## src/rtl/seg7_hex_history_scan.sv

```systemverilog
// Multi-digit hex display: keeps the last NUM_BYTES received bytes and scans them onto a shared 7-segment bus.
// Optional build macro SEG7_DP_ACTIVITY_EN lights the decimal point on digit 0 while activity is high.
module seg7_hex_history_scan #(
  parameter int CLK_FREQ         = 25000000,
  parameter int NUM_BYTES        = 2,
  parameter int SCAN_HZ          = 1000,
  parameter int BLANK_CYCLES     = 16,
  parameter int SEG_ACTIVE_LOW   = 1,
  parameter int DIGIT_ACTIVE_LOW = 0,
  parameter int IDLE_SHIFT       = 24,
  parameter int ACT_STRETCH      = 1250000
) (
  input  logic                   clk,
  input  logic                   rst_n,
  input  logic [7:0]             data_in,
  input  logic                   data_valid,
  input  logic                   clear,
  output logic [6:0]             seg,
  output logic                   seg_dp,
  output logic [2*NUM_BYTES-1:0] digit_sel,
  output logic [7:0]             byte_count,
  output logic                   activity
);

  localparam int ND       = 2 * NUM_BYTES;
  localparam int HW       = 8 * NUM_BYTES;
  localparam int SCAN_DIV = CLK_FREQ / SCAN_HZ;
  localparam int PW       = $clog2(SCAN_DIV);
  localparam int IW       = $clog2(ND);
  localparam int TW       = $clog2(ACT_STRETCH + 1);
  localparam int IDW      = IDLE_SHIFT + 4;

  localparam logic          SEG_INV = (SEG_ACTIVE_LOW != 0);
  localparam logic          DIG_INV = (DIGIT_ACTIVE_LOW != 0);
  localparam logic [6:0]    SEG_OFF = {7{SEG_INV}};
  localparam logic [ND-1:0] DIG_OFF = {ND{DIG_INV}};

  logic [HW-1:0]        hist_q, hist_d;
  logic [NUM_BYTES-1:0] mask_q, mask_d;
  logic [7:0]           cnt_q, cnt_d;
  logic [PW-1:0]        presc_q, presc_d;
  logic [IW-1:0]        idx_q, idx_d;
  logic [IDW-1:0]       idle_q, idle_d;
  logic [TW-1:0]        timer_q, timer_d;
  logic [6:0]           seg_q, seg_d;
  logic [ND-1:0]        digit_sel_q, digit_sel_d;

  logic [7:0] cur_byte;
  logic       cur_written;
  logic [3:0] cur_nib;
  logic [6:0] lit;
  logic       blank;

  function automatic logic [6:0] hex_glyph(input logic [3:0] n);
    case (n)
      4'h0: hex_glyph = 7'h3F;
      4'h1: hex_glyph = 7'h06;
      4'h2: hex_glyph = 7'h5B;
      4'h3: hex_glyph = 7'h4F;
      4'h4: hex_glyph = 7'h66;
      4'h5: hex_glyph = 7'h6D;
      4'h6: hex_glyph = 7'h7D;
      4'h7: hex_glyph = 7'h07;
      4'h8: hex_glyph = 7'h7F;
      4'h9: hex_glyph = 7'h6F;
      4'hA: hex_glyph = 7'h77;
      4'hB: hex_glyph = 7'h7C;
      4'hC: hex_glyph = 7'h39;
      4'hD: hex_glyph = 7'h5E;
      4'hE: hex_glyph = 7'h79;
      default: hex_glyph = 7'h71;
    endcase
  endfunction

  // Clear takes effect first so a same-cycle byte lands in an empty history.
  always_comb begin
    hist_d  = clear ? '0 : hist_q;
    mask_d  = clear ? '0 : mask_q;
    cnt_d   = clear ? '0 : cnt_q;
    timer_d = timer_q;
    if (data_valid) begin
      hist_d  = (hist_d << 8) | HW'(data_in);
      mask_d  = (mask_d << 1) | NUM_BYTES'(1);
      timer_d = TW'(ACT_STRETCH);
      if (cnt_d != 8'hFF) cnt_d = cnt_d + 8'd1;
    end else if (timer_q != '0) begin
      timer_d = timer_q - TW'(1);
    end
    idle_d  = idle_q + IDW'(1);
    presc_d = presc_q + PW'(1);
    idx_d   = idx_q;
    if (presc_q == PW'(SCAN_DIV - 1)) begin
      presc_d = '0;
      idx_d   = (idx_q == IW'(ND - 1)) ? '0 : idx_q + IW'(1);
    end
  end

  always_comb begin
    cur_byte    = 8'h00;
    cur_written = 1'b0;
    for (int k = 0; k < NUM_BYTES; k++) begin
      if (int'(idx_q) / 2 == k) begin
        cur_byte    = hist_q[k*8 +: 8];
        cur_written = mask_q[k];
      end
    end
    cur_nib = idx_q[0] ? cur_byte[7:4] : cur_byte[3:0];
    if (mask_q == '0)     lit = hex_glyph(idle_q[IDLE_SHIFT +: 4]);
    else if (cur_written) lit = hex_glyph(cur_nib);
    else                  lit = 7'h00;
    seg_d = lit ^ SEG_OFF;
    blank = (presc_q < PW'(BLANK_CYCLES));
    digit_sel_d = DIG_OFF;
    for (int k = 0; k < ND; k++) begin
      if (!blank && int'(idx_q) == k) digit_sel_d[k] = ~DIG_INV;
    end
  end

  always_ff @(posedge clk or negedge rst_n) begin
    if (!rst_n) begin
      hist_q      <= '0;
      mask_q      <= '0;
      cnt_q       <= '0;
      presc_q     <= '0;
      idx_q       <= '0;
      idle_q      <= '0;
      timer_q     <= '0;
      seg_q       <= SEG_OFF;
      digit_sel_q <= DIG_OFF;
    end else begin
      hist_q      <= hist_d;
      mask_q      <= mask_d;
      cnt_q       <= cnt_d;
      presc_q     <= presc_d;
      idx_q       <= idx_d;
      idle_q      <= idle_d;
      timer_q     <= timer_d;
      seg_q       <= seg_d;
      digit_sel_q <= digit_sel_d;
    end
  end

`ifdef SEG7_DP_ACTIVITY_EN
  logic seg_dp_q, seg_dp_d;

  always_comb begin
    seg_dp_d = SEG_INV;
    if (timer_q != '0 && idx_q == '0 && !blank) seg_dp_d = ~SEG_INV;
  end

  always_ff @(posedge clk or negedge rst_n) begin
    if (!rst_n) seg_dp_q <= SEG_INV;
    else        seg_dp_q <= seg_dp_d;
  end

  assign seg_dp = seg_dp_q;
`else
  assign seg_dp = SEG_INV;
`endif

  assign seg        = seg_q;
  assign digit_sel  = digit_sel_q;
  assign byte_count = cnt_q;
  assign activity   = (timer_q != '0);

endmodule

```

## config.mk

```make
export PLATFORM = sky130hd
export DESIGN_NAME = seg7_hex_history_scan
export DESIGN_NICKNAME = d
export VERILOG_FILES = /design/src/rtl/seg7_hex_history_scan.sv
export SDC_FILE = /design/constraint.sdc
export NUM_CORES = 1
export LEC_CHECK = 0
export CORE_AREA = 5 5 123 125
export DETAILED_ROUTE_END_ITERATION = 8
export DIE_AREA = 0 0 128 130
export DONT_BUFFER_PORTS = 1
export PLACE_DENSITY = 0.59
export SKIP_LAST_GASP = 1
export SYNTH_ARGS = -nofsm -noshare
export SYNTH_HDL_FRONTEND = slang
export SYNTH_SLANG_ARGS = --single-unit
```

## constraint.sdc

```tcl
create_clock -name clk -period 5.8 [get_ports clk]
set_input_delay 0.58 -clock clk [delete_from_list [all_inputs] [get_ports clk]]
set_output_delay 0.58 -clock clk [all_outputs]
set_load 0.05 [all_outputs]
```

# [Yosys cells after proc, flatten, opt, wreduce, memory -nomap -nowiden]
# Memories as Yosys holds them, arrays and structs flattened.
# Cells that the tools add are included.
[classes] n_reduce_logical=11 n_mux=22 addsub=5 magnitude_cmp=1 bitwise_logic=2 n_eq_ne=6
[op_table] cell="$mux 21" count=2
[op_table] cell="$mux 8" count=5
[op_table] cell="$logic_not 32->1" count=1
[op_table] cell="$mux 16" count=2
[op_table] cell="$add 28x1->28 const B" count=1
[op_table] cell="$reduce_bool 21->1" count=1
[op_table] cell="$sub 21x1->21 const B" count=1
[op_table] cell="$or 16x8->16" count=1
[op_table] cell="$add 15x1->15 const B" count=1
[op_table] cell="$eq 15x15->1 const B" count=1
[op_table] cell="$lt 15x5->1 const B" count=1
[op_table] cell="$mux 15" count=1
[op_table] cell="$mux 7" count=2
[op_table] cell="$add 8x1->8 const B" count=1
[op_table] cell="$ne 8x8->1 const B" count=1
[op_table] cell="$not 7->7" count=1
[op_table] cell="$eq 2x2->1 const B" count=3
[op_table] cell="$mux 1" count=6
[op_table] cell="$mux 2" count=3
[op_table] cell="$logic_and 1x1->1" count=4
[op_table] cell="$logic_not 2->1" count=2
[op_table] cell="$mux 4" count=1
[op_table] cell="$reduce_bool 2->1" count=2
[op_table] cell="$add 2x1->2 const B" count=1
[op_table] cell="other kinds (2)" count=2
[word_totals] n_memories=2 input_bits=12 romBits=224 ff_bits=103 out_inout_bits=21 wordCells=60
[mem_list] memory="(name not given)" depth=16 width=7 read_ports=1 rd_ports_with_merged_regs=0 wr=0 line="55" rtl="case (n)"
[mem_list] memory="(name not given)" depth=16 width=7 read_ports=1 rd_ports_with_merged_regs=0 wr=0 line="55"

# [Depth between registers and ports, before layout]
# An unclocked memory read counts as a cell.
[depth] depth_word=8 ltp_mapped=7

# [Worst setup path before layout]
# No wires, ideal clock.
[synth_path] path_type="register to output" start="register timer_q[0]" end="output port activity" setup_slack_ns=3.210 stages_incl_launch_ff=7 n_path_buf=1 arrival_ns=2.010 path_cell_list="dfrtp_1 > inv_1 > ha_1 > or4b_4 > nor4_4 > buf_2 > nand2_1"
[synth_between] elab_chain_len=1
[synth_rtl] element="start, declared" line="44" rtl="logic [TW-1:0] timer_q, timer_d;"
[synth_rtl] element="start signal, assigned" line="137" rtl="timer_q <= timer_d;"
[synth_rtl] element="$reduce_bool 21->1" line="164" rtl="assign activity = (timer_q != '0);"
[synth_rtl] element="end, declared" line="22" rtl="output logic activity"
# No other way between the ends.

# [Final worst setup path]
# Same ends and word-level chain as after synthesis.

==> impl_metrics.toml <==
[clock_tree]
clock_latency_ns = 0.35
cts-buffers-inserted = 9
cts_tree = "done"
root_buffer = "clkbuf_16"
cts_max_level = 3
post_cts_buffers = 0
cts_buffer_depth = 2
clk_pin_slew_ns = 0.07
cts.sinks = 103
ctsResizeCount = 0

[grt]
grt_antenna_before_repair = 0
grt_usage = 0.132
grt_pass1_wl_um = 17800
grt_pass1_vias = 3724
grt_max_degree = 97
grt-ovfl-total = 0

[logic_synthesis]
ys_warn_count = 0
synthArstFlopShare = 1.00
synth_top_cell_by_area = "dfrtp_1"
yosysSeqAreaShare = 0.474
synth_area_um2 = 5460
ys.flop_type = "dfrtp_1"
ys_ff_latch = 103
syn_inst = 528
netlist.area_leader.share = 0.440
syn_area_per_cell_um2 = 10.3
syn_nets = 560
synth_edf_count = 0
synth_top_cells_by_area = "dfrtp_1 (44%), xnor2_1 (5.3%), ha_1 (4.6%)"
synth_cell_types = 63

[cells_and_area]
diodes = 0
final_area_um2 = 5900
drive_above_1_share = 0.101
layout_common_cells = "dfrtp_1 (96), nor2_1 (45), nand2_1 (33), xnor2_1 (33), nand3_1 (23)"
fin_nets = 552
layout_commonest_cell = "dfrtp_1"
syn_to_final_growth_pct = 8.12
utilization = 0.428

[floorplan]
die-area_um2 = 16600
ios = 33
initial_utilization = 0.396
core_area_um2 = 13800
fp.dieW_um = 128
std_cell_rows = 43
die_height_um = 130

[sta]
fmax_mhz = 268
hold_viol = 0
layout_setup_ws_ns = 2.07
slew_violations = 0
fin_crit_sh = 0.642
setup-tns-final_ns = 0
worst_slew_pin_slew_ns = 1.23
rsz0062_at_grt = "false"
clock_skew_ns = 0.00880
finalSetupViolCount = 0
slew_headroom = 0.175
fin_crit_ns = 3.73

[worst_setup_path]
cp_slowest_cell = "nor4_4"
crit_family = "simple AND/OR/NAND/NOR gates"
critPathLaunch = "timer_q[0]$_DFFE_PN0P_"
critPathMaxFanout = 28
endpoint = "activity"
arrival_ns = 3.15
crit_path_start_kind = "register"
endpoint_kind = "primary output"
worstSetupPathType = "register to primary output"
crit_cells = 5
ff2ff_setup_slack_ns = 2.90
crit-reg2reg-launch = "timer_q[0]$_DFFE_PN0P_"
crit_buf_inv = 1
critPathRequiredTime_ns = 5.22
rr_endpoint = "timer_q[3]$_DFFE_PN0P_"
r2r_cells = 6
crit_chain = "inv_1, ha_1, or4b_4, nor4_4, nand2_1"
cp_slowest_stage_delay_ns = 1.01

[hold_path]
hold_class = "input pin to async pin"

[route]
first_iter_violations = 219
vias = 3759
ant_nets = 0
vias_per_cell = 5.33
drc = 0
totalWireLength_um = 10200
routedWlPerCell_um = 14.5
drt-pass1-iter-count = 4

[power_and_ir_drop]
seqPwrFrac = 0.544
swShare = 0.262
intPower_mw = 1.09
pwr-share-comb = 0.069
vdd_drop_max_uv = 123
power_switching_mw = 0.387
p_per_area_nw_per_um2 = 250
p_leak_nw = 2.39
p_clk_frac = 0.388

[placed_design]
dp_hpwl_um = 6720
dp_slack_ns = 2.43
placed_cell_area_um2 = 5590
io_buffers = 0
gp_congestion = 0.793

[run]
maxCapViolCount = 0

[status]
status = "completed"
## worst min-delay path by stage
stage	from	endpoint	slack, ns	depth (start not counted)
finish	rst_n	seg[4]$_DFF_PN1_	0.08	0
global route	rst_n	seg[6]$_DFF_PN1_	0.05	0
CTS	rst_n	seg[4]$_DFF_PN1_	0.06	0
detailed placement	rst_n	timer_q[1]$_DFFE_PN0P_	0.29	0
global placement	rst_n	timer_q[0]$_DFFE_PN0P_	0.29	0
floorplan	rst_n	byte_count[0]$_DFF_PN0_	0.28	0
## worst reg2reg max path: cells and delay by family (launching register included)
kind	cells	cell delay, ns
simple gates	2	1.49
flops	1	0.39
mux	1	0.34
compound gates	1	0.28
fa+ha+maj	1	0.16
buf+inv	1	0.13
## final cells by class
type	instances	area [µm²]
Tap cell	180	225
Inverter	19	71.3
Clock buffer	9	225
Fill cell	1346	7880
Clock inverter	7	56.3
Sequential cell	103	2590
Multi-Input combinational cell	386	2710
Timing Repair Buffer	1	27.5
## state kept, by name (all words and copies together) (netlist names)
| name | cells |
|---|---|
| byte_count | 8 |
| digit_sel | 4 |
| timer_q | 21 |
| idle_q | 28 |
| mask_q | 2 |
| hist_q | 16 |
| idx_q | 2 |
| presc_q | 15 |
| seg | 7 |
## power by group through the flow
stage	Sequential, mW	Combinational [mW]	Clock, mW
final	0.802	0.101	0.572
after global routing	0.805	0.117	0.633
after CTS	0.802	0.103	0.596
after detailed placement	0.816	0.0870	0
after global placement	0.814	0.0850	0
after floorplan	0.808	0.0817	0
## layer usage
layer	global-route usage	vias to the layer above	part of all wire
met3	0.0327	9	0.048
met1	0.183	1825	0.50
met5	0	-	0
met4	0.0581	0	0.015
met2	0.197	64	0.44
li1	-	1861	-
## cell usage after synthesis, drive strengths merged, types with 2 or more instances
master	instances
o31a	4
and2	5
or2	5
or4	6
inv	19
clkbuf	13
xnor2	33
nand3	23
a21oi	22
nor4	10
nand3b	6
a21boi	2
dfrtp	96
nor2	45
o31ai	4
a211o	2
ha	20
o21ai	15
o32ai	2
nor2b	16
or3	9
buf	7
dfstp	7
mux2i	22
nand4	15
nand4b	2
and3	7
o211ai	3
nor3	13
mux2	11
nand2	33
nand2b	11
mux4	5
nor3b	6
a31oi	2
xor2	8
## metrics by stage
stage	hold WS [ns]	total power, mW	std cells
final	0.0795	1.47	705
after global routing	0.0504	1.55	705
after CTS	0.0573	1.50	705
after detailed placement	0.287	0.903	688
after global placement	0.288	0.899	688
after floorplan	0.284	0.889	528
## cells by family after synthesis
group,count (synthesis),synth area share
and+or+nand+nor,216,0.217
DFF,103,0.474
AOI/OAI and AO/OA,70,0.0830
xor gates and xnor gates,41,0.0658
buffers and inverters,39,0.0298
muxes,38,0.0837
adders and majority gates,20,0.0459
other,1,0.000687
## repair_timing
item	in CTS	in global routing
hold buffers	1	0
endpoints found under the hold margin	96	0
endpoints found under the setup margin	0	0
Note: power is estimated with default switching activity, not from simulation.
